--- config.mk ---
export PLATFORM = sky130hd
export DESIGN_NAME = prog_loader
export DESIGN_NICKNAME = d
export VERILOG_FILES = /design/src/rtl/prog_loader.sv
export SDC_FILE = /design/constraint.sdc
export NUM_CORES = 1
export LEC_CHECK = 0
export CORE_ASPECT_RATIO = 0.6
export CORE_MARGIN = 2
export CORE_UTILIZATION = 52
export CTS_CLUSTER_SIZE = 12
export DETAILED_ROUTE_END_ITERATION = 7
export HOLD_SLACK_MARGIN = 0.02
export PLACE_DENSITY = 0.85
export SETUP_SLACK_MARGIN = 0.2
export SLEW_MARGIN = 20
export SYNTH_ARGS = -nofsm -noshare
export SYNTH_HDL_FRONTEND = slang
export SYNTH_SLANG_ARGS = --single-unit
--- constraint.sdc ---
create_clock -name clk -period 6 [get_ports clk]
set_input_delay 1.2 -clock clk [delete_from_list [all_inputs] [get_ports clk]]
set_output_delay 1.2 -clock clk [all_outputs]
set_load 0.01 [all_outputs]
--- src/rtl/prog_loader.sv ---
// prog_loader: streams 9-bit instruction words into instruction memory from a
// programmed base address, then starts the core by pulsing the fetch unit's init.
// It also holds fetch_unit_en low while the memory is only partially written.
//
// Ports:
//   clk, rst_n                 clock, async active-low reset
//   load_start/base/len        load request (len 1..2^ADDR_W)
//   in_valid/in_data/in_ready  instruction word stream
//   halt                       core halted; return to IDLE (RUN only)
//   imem_we/waddr/wdata        registered instruction-memory write port
//   init/start_address         fetch unit start pulse and start PC
//   fetch_unit_en              fetch/PC advance enable
//   busy, error                status; error is sticky until the next accepted load
//
// state  | meaning
// IDLE   | core stopped, waiting for a load request
// LOAD   | accepting words, one write per beat
// LAUNCH | one cycle: last write and init pulse together
// RUN    | core fetching; halt or a new load leaves
module prog_loader #(
  parameter int ADDR_W = 9,
  parameter int INST_W = 9
) (
  input  logic              clk,
  input  logic              rst_n,
  input  logic              load_start,
  input  logic [ADDR_W-1:0] load_base,
  input  logic [ADDR_W:0]   load_len,
  input  logic              in_valid,
  input  logic [INST_W-1:0] in_data,
  output logic              in_ready,
  input  logic              halt,
  output logic              imem_we,
  output logic [ADDR_W-1:0] imem_waddr,
  output logic [INST_W-1:0] imem_wdata,
  output logic              init,
  output logic [ADDR_W-1:0] start_address,
  output logic              fetch_unit_en,
  output logic              busy,
  output logic              error
);

  localparam logic [1:0] S_IDLE   = 2'd0;
  localparam logic [1:0] S_LOAD   = 2'd1;
  localparam logic [1:0] S_LAUNCH = 2'd2;
  localparam logic [1:0] S_RUN    = 2'd3;

  localparam logic [ADDR_W:0] MAX_LEN = {1'b1, {ADDR_W{1'b0}}};
  localparam logic [ADDR_W:0] ONE     = {{ADDR_W{1'b0}}, 1'b1};

  logic [1:0]        state;
  logic [ADDR_W-1:0] addr;
  logic [ADDR_W:0]   remaining;
  logic              req;
  logic              len_ok;
  logic              beat;

  assign req      = load_start && ((state == S_IDLE) || (state == S_RUN));
  assign len_ok   = (load_len != '0) && (load_len <= MAX_LEN);
  assign in_ready = (state == S_LOAD);
  assign busy     = (state == S_LOAD) || (state == S_LAUNCH);
  assign beat     = in_valid && in_ready;

  always_ff @(posedge clk or negedge rst_n) begin
    if (!rst_n) begin
      state         <= S_IDLE;
      addr          <= '0;
      remaining     <= '0;
      imem_we       <= 1'b0;
      imem_waddr    <= '0;
      imem_wdata    <= '0;
      init          <= 1'b0;
      start_address <= '0;
      fetch_unit_en <= 1'b0;
      error         <= 1'b0;
    end else begin
      imem_we <= 1'b0;
      init    <= 1'b0;

      if (beat) begin
        imem_we    <= 1'b1;
        imem_waddr <= addr;
        imem_wdata <= in_data;
        addr       <= addr + 1'b1;
        remaining  <= remaining - ONE;
      end

      case (state)
        S_IDLE, S_RUN: begin
          if (req && len_ok) begin
            error         <= 1'b0;
            addr          <= load_base;
            remaining     <= load_len;
            start_address <= load_base;
            fetch_unit_en <= 1'b0;
            state         <= S_LOAD;
          end else begin
            // A rejected request does not block a simultaneous halt.
            if (req) error <= 1'b1;
            if ((state == S_RUN) && halt) begin
              fetch_unit_en <= 1'b0;
              state         <= S_IDLE;
            end
          end
        end
        S_LOAD: begin
          if (beat && (remaining == ONE)) begin
            // init lines up with the final write so memory is complete
            // before the fetch unit's first read.
            init          <= 1'b1;
            fetch_unit_en <= 1'b1;
            state         <= S_LAUNCH;
          end
        end
        S_LAUNCH: state <= S_RUN;
        default:  state <= S_IDLE;
      endcase
    end
  end

endmodule

==> impl_metrics.env, run 1 <==
export IMPL_synth_top_area_share_pct=51.92
export IMPL_postCtsSetupRepairBufs=0
export IMPL_die_area_um2=5409
export IMPL_p_sw_share_pct=34.46
export IMPL_grt_overflow=0
export IMPL_tns_ns=0
export IMPL_place_area_um2=3194
export IMPL_synth_edff_count=0
export IMPL_drt_iter0_drc=77
export IMPL_syn_nets=269
export IMPL_holdCritPathClass="reg -> reg"
export IMPL_hp_start="imem_wdata[8]"
export IMPL_p_clk_share_pct=13.3
export IMPL_cts_hold_buf=0
export IMPL_finClkSkew_ns=0.007858
export IMPL_min_period_ns=3.368
export IMPL_routedWlPerCell_um=14.89
export IMPL_rsz0062_at_grt="false"
export IMPL_ys_warn_count=0
export IMPL_slew_viol_final=0
export IMPL_ys_top_cells_by_count="nand2_1, dfrtp_1, mux2_2"
export IMPL_die_y_um=57.78
export IMPL_p_int_w=0.001038
export IMPL_synth_flop_cell="dfrtp_1"
export IMPL_numClockSinks=52
export IMPL_worst_r2r_endpoint="addr[4]"
export IMPL_htreeDepth=2
export IMPL_hold_depth=2
export IMPL_numCtsBuffers=5
export IMPL_synth_async_reset_ratio_pct=100.0
export IMPL_endpoint_kind="register"
export IMPL_crit_arrival_ns=3.56
export IMPL_p_leak_nw=1.466
export IMPL_gp_congestion=0.8799
export IMPL_finalHoldViolations=0
export IMPL_io_pin_count=66
export IMPL_combPwrFrac_pct=46.2
export IMPL_power_density_nw_per_um2=480.5
export IMPL_critical_path_class="in -> reg"
export IMPL_clk_insertion_delay_late_ns=0.30
export IMPL_p_sw_w=0.0005459
export IMPL_vias=1882
export IMPL_worstHoldEndpoint="imem_wdata[8]"
export IMPL_vias_per_cell=5.242
export IMPL_outcome="finished clean"
export IMPL_root_buffer="clkbuf_8"
export IMPL_max_vdd_ir_drop_mv=0.2692
export IMPL_fmax_mhz=296.9
export IMPL_grt_pass1_vias=1874
export IMPL_dpl_hpwl_um=3944
export IMPL_synth_cell_types=37
export IMPL_netlist_area_um2=2506
export IMPL_worst_pin_slew_ns=0.8123
export IMPL_r2r_start="state[1]"
export IMPL_layout_drive_gt1_share_pct=14.53
export IMPL_port_buffers=65
export IMPL_synth_seq_cells=52
export IMPL_maxCapViolCount=0
export IMPL_antenna_found_initial=0
export IMPL_finalSetupViolCount=0
export IMPL_grt_use_total_pct=21.07
export IMPL_ys_seq_area_share_pct=51.92
export IMPL_relSlewSlack_pct=45.72
export IMPL_clock_path_buffers=2
export IMPL_fin_crit_sh_pct=56.13
export IMPL_sequentialPowerShare_pct=40.4
export IMPL_grt_max_degree=53
export IMPL_rows=19
export IMPL_synth_most_common_cell="nand2_1"
export IMPL_r2r_cells=7
export IMPL_post_route_cell_area_um2=3297
export IMPL_detail_route_antenna_nets=0
export IMPL_drt_pass1_iterations=4
export IMPL_r2r_setup_slack_ns=3.25
export IMPL_synthCells=230
export IMPL_startpoint="in_valid"
export IMPL_die_w_um=93.63
export IMPL_wl_um=5347
export IMPL_start_util_pct=54.34
export IMPL_nets=335
export IMPL_cts_reportedPaths_clkPinSlew_ns=0.09
export IMPL_post_cts_resized=0
export IMPL_syn2layout_area_growth_pct=31.55
export IMPL_required_ns=6.19
export IMPL_critPathLaunchType="primary input"
export IMPL_grt_pass1_wl_um=8742
export IMPL_cts_tree="yes"
export IMPL_crit_fanout=25
export IMPL_synth_area_top_cells="dfrtp_1, nand2_1, mux2_2"
export IMPL_yosysTopAreaCell="dfrtp_1"
export IMPL_synth_area_per_cell_um2=10.90
export IMPL_drc=0
export IMPL_fp_coreArea_um2=4612
export IMPL_num_antenna_cells=0
[power groups by stage]
| stage | clock network (W) | logic [W] | registers, W |
|---|---|---|---|
| 5_1_grt | 0.000227 | 0.000798 | 0.000663 |
| 3_3_place_gp | 0 | 0.000710 | 0.000638 |
| 2_1_floorplan | 0 | 0.000402 | 0.000660 |
| 4_1_cts | 0.000212 | 0.000734 | 0.000640 |
| 6_report | 0.000211 | 0.000733 | 0.000641 |
| 3_5_place_dp | 0 | 0.000732 | 0.000642 |
[stage by stage]
stage	instances	util [%]	setup slack, ns	hold WS [ns]	total power, W
floorplan	230	-	3.019	0.4586	0.001062
global placement	352	69.26	2.272	0.4565	0.001348
detailed placement	352	69.26	2.229	0.4620	0.001374
CTS	359	71.35	2.548	0.4828	0.001585
global route	359	71.49	2.439	0.5024	0.001689
finish	359	71.49	2.632	0.4817	0.001584
[cell type report]
cell class | instances | area [um^2]
sequential | 52 | 1301
inverter | 12 | 45.04
timing repair buffer | 67 | 660.6
fill | 360 | 1315
multi-input combinational | 158 | 1115
tap | 63 | 78.83
clock buffer | 7 | 96.34
[cell usage in the layout (no fill, tap or decap), types with 2 or more instances in the layout]
| master | n |
|---|---|
| nand2_1 | 63 |
| nand3_1 | 5 |
| buf_4 | 2 |
| dfrtp_1 | 52 |
| mux2_2 | 18 |
| clkbuf_8 | 7 |
| nand4_1 | 3 |
| ha_1 | 6 |
| nor2b_1 | 2 |
| nor4_1 | 5 |
| nor2_1 | 5 |
| xnor2_1 | 13 |
| a31oi_1 | 2 |
| clkdlybuf4s50_1 | 64 |
| o21ai_0 | 3 |
| xor2_1 | 4 |
| inv_1 | 12 |
| nor3_1 | 2 |
| or4_4 | 2 |
| mux2_4 | 10 |
[cells by family (layout without fill, tap and decap cells)]
group           Yosys count  count (layout)  share of synthesized area (%)
compound gates           13              13                          3.645
xor+xnor                 17              17                          5.941
fa+ha+maj                 6               6                          2.995
buf+inv                  20              86                          4.094
flops                    52              52                          51.92
mux                      29              29                          14.48
simple gates             93              93                          16.93
[flip-flops by register name, summed over array words and instances (netlist names)]
| name | flops |
|---|---|
| imem_wdata | 9 |
| remaining | 10 |
| addr | 9 |
| start_address | 9 |
| imem_waddr | 9 |
| fetch_unit_en | 1 |
| init | 1 |
| error | 1 |
| state | 2 |
| imem_we | 1 |
[critical path: stages]
cell             delay (ns)
clkdlybuf4s50_1        0.50
nand2_1                0.48
inv_1                  0.74
nand4_1                0.20
xnor2_1                0.16
mux2_2                 0.27
[routing by layer]
| metal | global-route usage, % | vias up | wire [um] |
|---|---|---|---|
| met1 | 30.67 | 917 | 2627 |
| met5 | 0 | - | 0 |
| li1 | - | 904 | - |
| met4 | 7.039 | 0 | 44 |
| met2 | 31.65 | 56 | 2443 |
| met3 | 5.072 | 5 | 231 |
[worst max path at each step]
stage | end | slack (ns) | cells past startpoint
final | addr[4] | 2.63 | 6
after global routing | addr[4] | 2.44 | 6
after CTS | state[0] | 2.55 | 5
after detailed placement | state[0] | 2.23 | 5
after global placement | addr[4] | 2.27 | 6
after floorplan | addr[8] | 3.02 | 6
Power figures use the tool's default switching activity.
==> run 2, diff against run 1 <==
CORE_UTILIZATION = 44   (was 52)
PLACE_DENSITY = 0.76   (was 0.85)
clock period = 2.7 ns   (was 6 ns; I/O delays follow)
==> run 2 against run 1 <==
  * Cell area rose by 7.6%
  * Via count increased by 3.0%
  * Clock skew hardly changed
  * Critical endpoint is now addr[1]
==> impl_metrics.env, run 2 (synthesized netlist as in run 1, its figures left out) <==
export IMPL_outcome="finished clean"
export IMPL_relSlewSlack_pct=40.21
export IMPL_worst_pin_slew_ns=0.8969
export IMPL_fp_coreArea_um2=5544
export IMPL_htreeDepth=2
export IMPL_syn2layout_area_growth_pct=41.54
export IMPL_grt_pass1_vias=1976
export IMPL_numCtsBuffers=5
export IMPL_p_leak_nw=1.632
export IMPL_p_sw_w=0.001262
export IMPL_nets=355
export IMPL_numClockSinks=52
export IMPL_required_ns=2.89
export IMPL_combPwrFrac_pct=49.0
export IMPL_p_clk_share_pct=12.8
export IMPL_r2r_start="state[1]"
export IMPL_fmax_mhz=406.1
export IMPL_io_pin_count=66
export IMPL_drc=0
export IMPL_routedWlPerCell_um=15.07
export IMPL_endpoint_kind="register"
export IMPL_critPathLaunchType="primary input"
export IMPL_crit_chain="clkdlybuf4s50_1 > or3_4 > o31a_1 > nor3_4 > buf_4 > buf_6 > clkbuf_16 > mux2_2"
export IMPL_startpoint="load_len[6]"
export IMPL_grt_use_total_pct=19.83
export IMPL_cts_tree="yes"
export IMPL_start_util_pct=45.20
export IMPL_crit_fanout=7
export IMPL_clk_insertion_delay_late_ns=0.30
export IMPL_gp_congestion=0.8455
export IMPL_vias=1939
export IMPL_num_antenna_cells=0
export IMPL_finalHoldViolations=0
export IMPL_p_int_w=0.002425
export IMPL_root_buffer="clkbuf_8"
export IMPL_regArea_um2=1301
export IMPL_p_sw_share_pct=34.24
export IMPL_critPathMaxStageDelay_ns=0.43
export IMPL_final_cell_mix="nand2_1, clkdlybuf4s50_1, dfrtp_1"
export IMPL_detail_route_antenna_nets=0
export IMPL_final_common_cell="nand2_1"
export IMPL_postLayoutCoreUtil_pct=63.98
export IMPL_max_vdd_ir_drop_mv=0.4481
export IMPL_r2r_setup_slack_ns=0.58
export IMPL_holdCritPathClass="in -> async"
export IMPL_cts_hold_buf=0
export IMPL_layout_drive_gt1_share_pct=20.25
export IMPL_grt_pass1_wl_um=9694
export IMPL_antenna_found_initial=0
export IMPL_grt_overflow=0
export IMPL_tns_ns=0
export IMPL_sequentialPowerShare_pct=38.3
export IMPL_maxCapViolCount=0
export IMPL_die_w_um=101.4
export IMPL_critPathBufInv=4
export IMPL_nFillCells=446
export IMPL_port_buffers=65
export IMPL_grt_max_degree=42
export IMPL_cp_num_cells=8
export IMPL_slew_viol_final=0
export IMPL_critPathSlowestCell="clkdlybuf4s50_1"
export IMPL_finClkSkew_ns=0.007980
export IMPL_fin_crit_sh_pct=91.19
export IMPL_vias_per_cell=4.896
export IMPL_critical_path_class="in -> reg"
export IMPL_die_area_um2=6335
export IMPL_r2r_cells=6
export IMPL_wl_um=5968
export IMPL_rows=21
export IMPL_multiInputGateArea_um2=1120
export IMPL_largest_reg_flops=10
export IMPL_drt_iter0_drc=71
export IMPL_crit_arrival_ns=2.65
export IMPL_die_y_um=62.46
export IMPL_setup_ws_ns=0.2378
export IMPL_whs_ns=0.3548
export IMPL_top_register="remaining"
export IMPL_endpoint="addr[1]"
export IMPL_cts_reportedPaths_clkPinSlew_ns=0.09
export IMPL_dpl_hpwl_um=4248
export IMPL_finalSetupViolCount=0
export IMPL_rsz0062_at_grt="false"
export IMPL_min_period_ns=2.462
export IMPL_drt_pass1_iterations=4
export IMPL_worst_r2r_endpoint="state[0]"
export IMPL_pre_cts_ws_ns=-0.1845
export IMPL_dp_cells=381
export IMPL_cp_top_family="buffers and inverters"
export IMPL_clock_path_buffers=2
export IMPL_power_density_nw_per_um2=1039
export IMPL_stdcell_count=396
==> run 2: worst min-delay path by stage <==
stage                        from             to  slack, ns  cells after the start
finish                      rst_n   remaining[6]       0.35                      1
global route                rst_n   remaining[6]       0.42                      1
CTS                         rst_n   remaining[6]       0.38                      1
detailed placement  imem_wdata[3]  imem_wdata[3]       0.46                      2
global placement    imem_wdata[3]  imem_wdata[3]       0.46                      2
floorplan                   rst_n        addr[0]       0.24                      0
==> run 2: per-stage QoR <==
stage                     total power, W  area, um^2
after global placement          0.003060        3318
after detailed placement        0.003124        3318
after CTS                       0.003651        3463
after floorplan                 0.002360        2506
after global routing            0.003954        3547
final                           0.003687        3547
==> run 2: power by group through the flow <==
| stage | registers, W | clock network (W) | logic [W] |
|---|---|---|---|
| after floorplan | 0.00147 | 0 | 0.000892 |
| after global placement | 0.00141 | 0 | 0.00165 |
| after detailed placement | 0.00142 | 0 | 0.00170 |
| after CTS | 0.00141 | 0.000483 | 0.00176 |
| after global routing | 0.00146 | 0.000525 | 0.00197 |
| final | 0.00141 | 0.000471 | 0.00181 |
==> run 2: area by class of cell <==
type | count | area share, %
Sequential cell | 52 | 36.68
Multi-Input combinational cell | 158 | 31.57
Timing Repair Buffer | 87 | 24.94
Tap cell | 80 | 2.822
Clock buffer | 7 | 2.716
Inverter | 12 | 1.270
==> run 2: per-layer routing <==
| metal | track usage, % | part of all wire, % | vias to the layer above |
|---|---|---|---|
| met5 | 0 | 0 | - |
| met4 | 4.730 | 0.87 | 0 |
| met3 | 8.837 | 7.4 | 4 |
| met2 | 27.73 | 42 | 53 |
| met1 | 28.19 | 49 | 943 |
| li1 | - | - | 939 |
==> run 2: timing repair <==
action / 4_1_cts / 5_1_grt
endpoints found under the setup margin: 27 / 27
endpoints found under the hold margin: 0 / 0
pin swaps: 2 / 4
gates cloned: 1 / 1
resized for setup: 2 / 10
setup buffers: 2 / 4
==> run 3, diff against run 2 <==
CAP_MARGIN = 30   (was unset)
==> run 3 against run 2 <==
  * First-iteration DRC count decreased by 14%
  * Setup slack improved by 0.0027 ns
  * Power about the same
  * Critical path type unchanged
  * Critical path depth unchanged
  * Hold slack got worse by 0.28 ns
  * Largest cell class unchanged
  * Count of clock-buffer cells in the layout unchanged
  * Via count increased by 0.31%
  * Flip-flop and latch count unchanged
  * Core utilization increased by 0.36 points
  * Critical endpoint unchanged
  * Register-to-register slack about the same
==> impl_metrics.env, run 3 (synthesized netlist as in run 1, its figures left out) <==
export IMPL_outcome="finished clean"
export IMPL_cts_hold_buf=0
export IMPL_r2r_cells=6
export IMPL_worst_r2r_endpoint="state[0]"
export IMPL_die_y_um=62.46
export IMPL_drt_pass1_iterations=4
export IMPL_finalHoldViolations=0
export IMPL_start_util_pct=45.20
export IMPL_routedWlPerCell_um=15.06
export IMPL_endpoint_kind="register"
export IMPL_htreeDepth=2
export IMPL_grt_pass1_vias=1976
export IMPL_grt_pass1_wl_um=9694
export IMPL_critPathMaxStageDelay_ns=0.43
export IMPL_max_vdd_ir_drop_mv=0.4481
export IMPL_io_pin_count=66
export IMPL_drc=0
export IMPL_final_cell_mix="nand2_1, clkdlybuf4s50_1, dfrtp_1"
export IMPL_dpl_hpwl_um=4248
export IMPL_slew_viol_final=0
export IMPL_layout_drive_gt1_share_pct=20.50
export IMPL_required_ns=2.89
export IMPL_numClockSinks=52
export IMPL_finalSetupViolCount=0
export IMPL_relSlewSlack_pct=67.62
export IMPL_final_common_cell="nand2_1"
export IMPL_worst_pin_slew_ns=0.4813
export IMPL_grt_overflow=0
export IMPL_top_register="remaining"
export IMPL_holdCritPathClass="in -> async"
export IMPL_crit_chain="clkdlybuf4s50_1 > or3_4 > o31a_1 > nor3_4 > buf_4 > buf_6 > clkbuf_16 > mux2_2"
export IMPL_vias_per_cell=4.899
export IMPL_crit_fanout=7
export IMPL_nFillCells=444
export IMPL_wl_um=5977
export IMPL_critPathBufInv=4
export IMPL_vias=1945
export IMPL_min_period_ns=2.460
export IMPL_num_antenna_cells=0
export IMPL_cts_tree="yes"
export IMPL_numCtsBuffers=5
export IMPL_rsz0062_at_grt="false"
export IMPL_critPathLaunchType="primary input"
export IMPL_r2r_setup_slack_ns=0.58
export IMPL_fp_coreArea_um2=5544
export IMPL_fmax_mhz=406.6
export IMPL_syn2layout_area_growth_pct=42.34
export IMPL_r2r_start="state[1]"
export IMPL_power_density_nw_per_um2=1035
export IMPL_p_leak_nw=1.641
export IMPL_critical_path_class="in -> reg"
export IMPL_fin_crit_sh_pct=91.09
export IMPL_rows=21
export IMPL_antenna_found_initial=0
export IMPL_detail_route_antenna_nets=0
export IMPL_die_w_um=101.4
export IMPL_finClkSkew_ns=0.008584
export IMPL_cts_reportedPaths_clkPinSlew_ns=0.09
export IMPL_drt_iter0_drc=61
export IMPL_largest_reg_flops=10
export IMPL_postLayoutCoreUtil_pct=64.34
export IMPL_regArea_um2=1301
export IMPL_gp_congestion=0.8455
export IMPL_nets=356
export IMPL_clock_path_buffers=2
export IMPL_cp_top_family="buffers and inverters"
export IMPL_clk_insertion_delay_late_ns=0.30
export IMPL_whs_ns=0.07021
export IMPL_post_route_cell_area_um2=3567
export IMPL_place_area_um2=3318
export IMPL_grt_use_total_pct=19.83
export IMPL_grt_max_degree=42
export IMPL_port_buffers=65
export IMPL_crit_arrival_ns=2.65
export IMPL_critPathSlowestCell="clkdlybuf4s50_1"
export IMPL_maxCapViolCount=0
export IMPL_multiInputGateArea_um2=1120
export IMPL_die_area_um2=6335
export IMPL_root_buffer="clkbuf_8"
## run 3: cell types whose count changed in the layout (fill, tap and decap cells not counted)
cell    before  now
buf_12       1    2
## run 3: worst max path at each step
| stage | from | to | cells past startpoint |
|---|---|---|---|
| floorplan | load_len[3] | addr[8] | 6 |
| global placement | load_len[3] | start_address[4] | 6 |
| detailed placement | load_len[3] | remaining[8] | 6 |
| CTS | load_len[3] | state[0] | 5 |
| global route | load_len[6] | start_address[7] | 8 |
| finish | load_len[6] | addr[1] | 8 |
## run 3: through the flow
stage | power [W] | TNS [ns] | std cells | setup WS [ns]
after detailed placement | 0.003124 | -4.281 | 381 | -0.1845
after global placement | 0.003060 | -3.342 | 381 | -0.1390
after floorplan | 0.002360 | 0 | 230 | 0.3790
after CTS | 0.003651 | 0 | 391 | 0.2106
after global routing | 0.003957 | 0 | 397 | 0.1970
final | 0.003690 | 0 | 397 | 0.2405
## run 3: timing repair
item | 4_1_cts | 5_1_grt
cloned | 1 | 1
pin swaps | 2 | 4
setup buffers | 2 | 4
setup endpoints to repair | 27 | 27
resized for setup | 2 | 10
## run 3: power by group
part | internal [W] | leakage [nW] | switching [W]
Sequential | 0.00114 | 0.635 | 0.000266
Combinational | 0.00106 | 0.956 | 0.000753
Clock | 0.000229 | 0.0503 | 0.000244
Total | 0.00243 | 1.64 | 0.00126
## run 3: area by class of cell
cell class | count | share of cell area (%)
Clock buffer | 7 | 2.701
Inverter | 12 | 1.263
Multi-Input combinational cell | 158 | 31.39
Sequential cell | 52 | 36.48
Tap cell | 80 | 2.806
Timing Repair Buffer | 88 | 25.36
## run 3: per-layer routing
metal / global-route usage [%] / vias to the layer above / share of wire, %
li1: - / 941 / -
met1: 28.19 / 944 / 49
met2: 27.73 / 52 / 42
met3: 8.837 / 8 / 7.6
met4: 4.730 / 0 / 1.3
met5: 0 / - / 0
## run 3: worst register-to-register path, cell delays in order (launching register included)
cell and delay [ns]:
dfrtp_1 0.41, inv_1 0.09, ha_1 0.27, nor4bb_1 0.38, a41oi_1 0.27, a31oi_2 0.25
mux2_2 0.35
==> edit 1: new RTL, flow settings as in run 3 <==
Change the parameter `INST_W` from 9 to 18.
--- a/src/rtl/prog_loader.sv
+++ b/src/rtl/prog_loader.sv
@@ -19,7 +19,7 @@
 // RUN    | core fetching; halt or a new load leaves
 module prog_loader #(
   parameter int ADDR_W = 9,
-  parameter int INST_W = 9
+  parameter int INST_W = 18
 ) (
   input  logic              clk,
   input  logic              rst_n,
Ports: changed (resized imem_wdata and in_data); port bits go from 66 to 84. No check against the original RTL was run, so the function may have changed too.
==> edit 1 against run 3 <==
Area after synthesis up 13%. Utilization up 2.0 points. Design area up 15%. Critical path depth down 1. Total power up 23%. First-iteration DRC count up 120%. Worst setup slack worse by 0.022 ns. Sequential cell count up 9. Routed wire length up 13%. Largest cell class unchanged. Largest power group unchanged.
==> edit 1: results (changes against run 3) <==
Parameter                              Value

CTS
  Post-cts repair resize count    1 (was 2)
  Inserted Clock Buffers    9 (was 5)
  Setup fix buffers added after clock tree synthesis    0 (was 2)
  Worst-path clk slew    0.07 ns (was 0.09 ns)

Timing
  Worst-Margin Slew    0.7535 ns (was 0.4813 ns)
  Post-route worst hold slack    0.2743 ns (was 0.07021 ns)

Run status
  Run status    finished clean (unchanged)

Placement
  Count of buffers from port buffering    83 (was 65)
  Sum of net half-perimeters after detailed placement    4.886 mm (was 4.248 mm)
  Routability-driven placement congestion ratio    0.7884 (was 0.8455)

Final layout
  FILL cells    481 (was 444)
  Final clock-cell share    0.05508 (was 0.02701)
  Seq cells    61 (was 52)
  Share of layout cells above drive strength 1    0.1720 (was 0.2050)
  Clock buffer count in the final layout    11 (was 7)

Pwr
  Logic power comb    0.00199 W (was 0.00181 W)
  Peak VDD IR    0.5417 mV (was 0.4481 mV)
  Portion of total power attributed to the clock network    0.198 (was 0.128)

Logic synthesis
  Net count after synthesis    316 (was 269)
  Register area share after synthesis    0.5374 (was 0.5192)

GRT
  Largest net degree at the start of global routing    34 (was 42)

Setup path
  Critical-path cell with the highest stage delay    sky130_fd_sc_hd__or4_4 (was sky130_fd_sc_hd__clkdlybuf4s50_1)
  Slack of the worst reg-to-reg path    0.51 ns (was 0.58 ns)
  CP Data Arrival Time    2.71 ns (was 2.65 ns)
  CP max stage delay    0.59 ns (was 0.43 ns)

Routing
  Vias per cell    4.853 (was 4.899)
## edit 1: cell types whose count changed in the layout (fill, tap and decap cells not counted), moves of 3 or more
cell                              change
sky130_fd_sc_hd__clkdlybuf4s50_1     +23
sky130_fd_sc_hd__clkbuf_8             +3
sky130_fd_sc_hd__dlymetal6s2s_1       -5
sky130_fd_sc_hd__dfrtp_1              +9
sky130_fd_sc_hd__nand2_1             +27
sky130_fd_sc_hd__buf_4                -6
## edit 1: stage by stage
step | instance area [um^2] | total power, W | instances | setup TNS [ns] | util
floorplan | 2840 | 0.002681 | 268 | 0 | -
global route | 4089 | 0.004833 | 456 | 0 | 0.6631
global placement | 3802 | 0.003515 | 437 | -2.779 | 0.6167
finish | 4089 | 0.004527 | 456 | 0 | 0.6631
detailed placement | 3802 | 0.003579 | 437 | -3.052 | 0.6167
CTS | 4034 | 0.004519 | 453 | 0 | 0.6542
## edit 1: layer usage
metal | track usage | up-vias | part of all wire
met5 | 0 | - | 0
met4 | 0.05128 | 0 | 0.0052
met3 | 0.07882 | 2 | 0.067
met2 | 0.2972 | 65 | 0.43
met1 | 0.2704 | 1057 | 0.50
li1 | - | 1089 | -
## edit 1: logic make-up after synthesis
family | Yosys count | share of synthesized area
xor+xnor | 17 | 0.05242
buf+inv | 22 | 0.03876
simple gates | 120 | 0.1850
compound gates | 13 | 0.03216
fa+ha+maj | 6 | 0.02643
flops | 61 | 0.5374
mux | 29 | 0.1278
## edit 1: worst max-delay path by stage
stage                     slack [ns]          endpoint        start
after floorplan                 0.38           addr[8]  load_len[3]
after global placement         -0.13  start_address[1]  load_len[3]
after detailed placement       -0.15  start_address[2]  load_len[3]
after CTS                       0.20  start_address[2]  load_len[3]
after global routing            0.19  start_address[4]  load_len[3]
final                           0.22  start_address[4]  load_len[3]
==> edit 2: new RTL, flow settings as in run 3 <==
Made on the original files. Put one more register stage on the output `error`, with the module's reset. The value now appears one clock later. The other outputs are not delayed to match.
--- a/src/rtl/prog_loader.sv
+++ b/src/rtl/prog_loader.sv
@@ -48,6 +48,8 @@
   localparam logic [ADDR_W:0] MAX_LEN = {1'b1, {ADDR_W{1'b0}}};
   localparam logic [ADDR_W:0] ONE     = {{ADDR_W{1'b0}}, 1'b1};
 
+  logic error_s0;
+
   logic [1:0]        state;
   logic [ADDR_W-1:0] addr;
   logic [ADDR_W:0]   remaining;
@@ -72,7 +74,7 @@
       init          <= 1'b0;
       start_address <= '0;
       fetch_unit_en <= 1'b0;
-      error         <= 1'b0;
+      error_s0      <= 1'b0;
     end else begin
       imem_we <= 1'b0;
       init    <= 1'b0;
@@ -88,7 +90,7 @@
       case (state)
         S_IDLE, S_RUN: begin
           if (req && len_ok) begin
-            error         <= 1'b0;
+            error_s0      <= 1'b0;
             addr          <= load_base;
             remaining     <= load_len;
             start_address <= load_base;
@@ -96,7 +98,7 @@
             state         <= S_LOAD;
           end else begin
             // A rejected request does not block a simultaneous halt.
-            if (req) error <= 1'b1;
+            if (req) error_s0 <= 1'b1;
             if ((state == S_RUN) && halt) begin
               fetch_unit_en <= 1'b0;
               state         <= S_IDLE;
@@ -118,5 +120,13 @@
     end
   end
 
+  always_ff @(posedge clk or negedge rst_n) begin
+    if (!rst_n) begin
+      error <= '0;
+    end else begin
+      error <= error_s0;
+    end
+  end
+
 endmodule
 
Check against the original RTL: not equivalent (Yosys sat finds a counterexample within 4 cycles, from zero or initial values and one cycle with rst_n low).
==> edit 2 against run 3 <==
Sequential cell count rose by 1. Clock skew increased by 0.0052 ns. Area after synthesis increased by 1.0%. Global-route usage decreased by 0.55 points. Hold slack improved by 0.073 ns. Non-clock buffer count shrank 8. Maximum frequency grew 0.61%. Total power barely moved. Routed wire length shrank 4.8%. Worst setup slack gained 0.015 ns. Design area decreased by 2.4%.
==> edit 2: results (changes against run 3) <==
Parameter                              Value

GRT
  First-pass GRT wire length    9.404 mm (was 9.694 mm)
  Largest net degree at the start of global routing    22 (was 42)
  GRT Resource Usage Total    0.1928 (was 0.1983)
  Number of global-route vias before repair    1886 (was 1976)

Placement
  Post-Place Cells    382 (was 381)
  Sum of net half-perimeters after detailed placement    4.146 mm (was 4.248 mm)
  Routability-driven placement congestion ratio    0.8253 (was 0.8455)

Routing
  Vias per cell    4.885 (was 4.899)
  Starting DRT DRC Count    125 (was 61)
  Final antenna-violating net count    0 (unchanged)
  Final WL    5.689 mm (was 5.977 mm)
  First drt pass iteration count    4 (unchanged)

Pwr
  Leakage power of the design    1.573 nW (was 1.641 nW)
  Peak VDD IR    0.5019 mV (was 0.4481 mV)

Logic synthesis
  Top post-synthesis cells by count    sky130_fd_sc_hd__nand2_1 (63), sky130_fd_sc_hd__dfrtp_1 (53), sky130_fd_sc_hd__mux2_2 (18), sky130_fd_sc_hd__xnor2_1 (13), sky130_fd_sc_hd__inv_1 (12) (was sky130_fd_sc_hd__nand2_1 (63), sky130_fd_sc_hd__dfrtp_1 (52), sky130_fd_sc_hd__mux2_2 (18), sky130_fd_sc_hd__xnor2_1 (13), sky130_fd_sc_hd__inv_1 (12))
  Dominant cells by area after synthesis    sky130_fd_sc_hd__dfrtp_1 (52%), sky130_fd_sc_hd__nand2_1 (9.3%), sky130_fd_sc_hd__mux2_2 (8.0%) (was sky130_fd_sc_hd__dfrtp_1 (52%), sky130_fd_sc_hd__nand2_1 (9.4%), sky130_fd_sc_hd__mux2_2 (8.1%))
  Register area share after synthesis    0.5240 (was 0.5192)
  Net count after synthesis    270 (was 269)

Run status
  Run status    finished clean (unchanged)

CTS
  Maximum number of buffers from clock root to sink    2 (unchanged)
  Inserted Clock Buffers    5 (unchanged)
  Total number of H-tree levels    2 (unchanged)
  Latest clock arrival within the worst-skew pair    0.32 ns (was 0.30 ns)

Final layout
  Share of layout cells above drive strength 1    0.1833 (was 0.2050)
  Fin nets    349 (was 356)
  Layout Cells excl Fill    391 (was 397)

Timing
  Remaining max-slew budget at the tightest pin    0.6410 (was 0.6762)
  Final clock skew    0.01375 ns (was 0.008584 ns)

Setup path
  Slack of the worst reg-to-reg path    0.56 ns (was 0.58 ns)
-- edit 2: how the worst max path moves through the flow --
stage                           start          endpoint  slack, ns  cells after the start
after floorplan           load_len[3]           addr[8]       0.38                      6
after global placement    load_len[3]  start_address[1]      -0.11                      6
after detailed placement  load_len[3]           addr[5]      -0.18                      6
after CTS                 load_len[3]           addr[5]       0.17                      6
after global routing      load_len[1]           addr[1]       0.20                      6
final                     load_len[1]           addr[7]       0.26                      6
-- edit 2: final cells by class --
type | count | area, um^2 | share of cell area
clock buffers | 6 | 72.57 | 0.02085
well taps | 80 | 100.1 | 0.02876
multi-input cells | 158 | 1124 | 0.3228
repair buffers | 80 | 774.5 | 0.2225
flip-flops and latches | 53 | 1326 | 0.3810
clock inverters | 2 | 38.79 | 0.01114
inverters | 12 | 45.04 | 0.01294
-- edit 2: metrics by stage --
step / power (W) / TNS, ns / hold WS, ns / setup WS [ns] / instance area [um^2]
2_1_floorplan: 0.002384 / 0 / 0.2444 / 0.3790 / 2531
3_3_place_gp: 0.003076 / -2.253 / 0.3695 / -0.1089 / 3331
3_5_place_dp: 0.003111 / -3.906 / 0.3731 / -0.1780 / 3331
4_1_cts: 0.003681 / 0 / 0.1507 / 0.1657 / 3448
5_1_grt: 0.003947 / 0 / 0.1678 / 0.2004 / 3481
6_report: 0.003688 / 0 / 0.1429 / 0.2555 / 3481
-- edit 2: cell families after synthesis --
family                     count (synthesis)  synth area share
buffers and inverters                     20           0.04053
adders and majority gates                  6           0.02966
DFF                                       53            0.5240
xor gates and xnor gates                  17           0.05882
muxes                                     29            0.1433
and+or+nand+nor                           93            0.1676
AOI/OAI and AO/OA                         13           0.03609
-- edit 2: routing by layer --
layer / GRT usage / part of all wire / vias to the layer above / wire length [um]
li1: - / - / 936 / -
met1: 0.2971 / 0.52 / 911 / 2967
met2: 0.2615 / 0.41 / 58 / 2315
met3: 0.05257 / 0.060 / 5 / 344
met4: 0.06000 / 0.011 / 0 / 61
met5: 0 / 0 / - / 0
-- edit 2: power by group --
group,switching [W],internal [W]
sequential,0.000263,0.00116
clock,0.000275,0.000279
combinational,0.000711,0.000995
total,0.00125,0.00244
-- edit 2: timing repair --
item                                    in CTS  in global routing
pin swaps                                    0                  3
setup buffers                                0                  0
resized for setup                            1                  9
gates cloned                                 0                  1
endpoints found under the setup margin      15                 28
-- edit 2: critical path, cell delays in order --
cell and delay [ns]:
sky130_fd_sc_hd__clkdlybuf4s50_1 0.42, sky130_fd_sc_hd__or4_4 0.53, sky130_fd_sc_hd__o31a_1 0.30, sky130_fd_sc_hd__nor3_4 0.29, sky130_fd_sc_hd__buf_4 0.22, sky130_fd_sc_hd__mux2_2 0.34
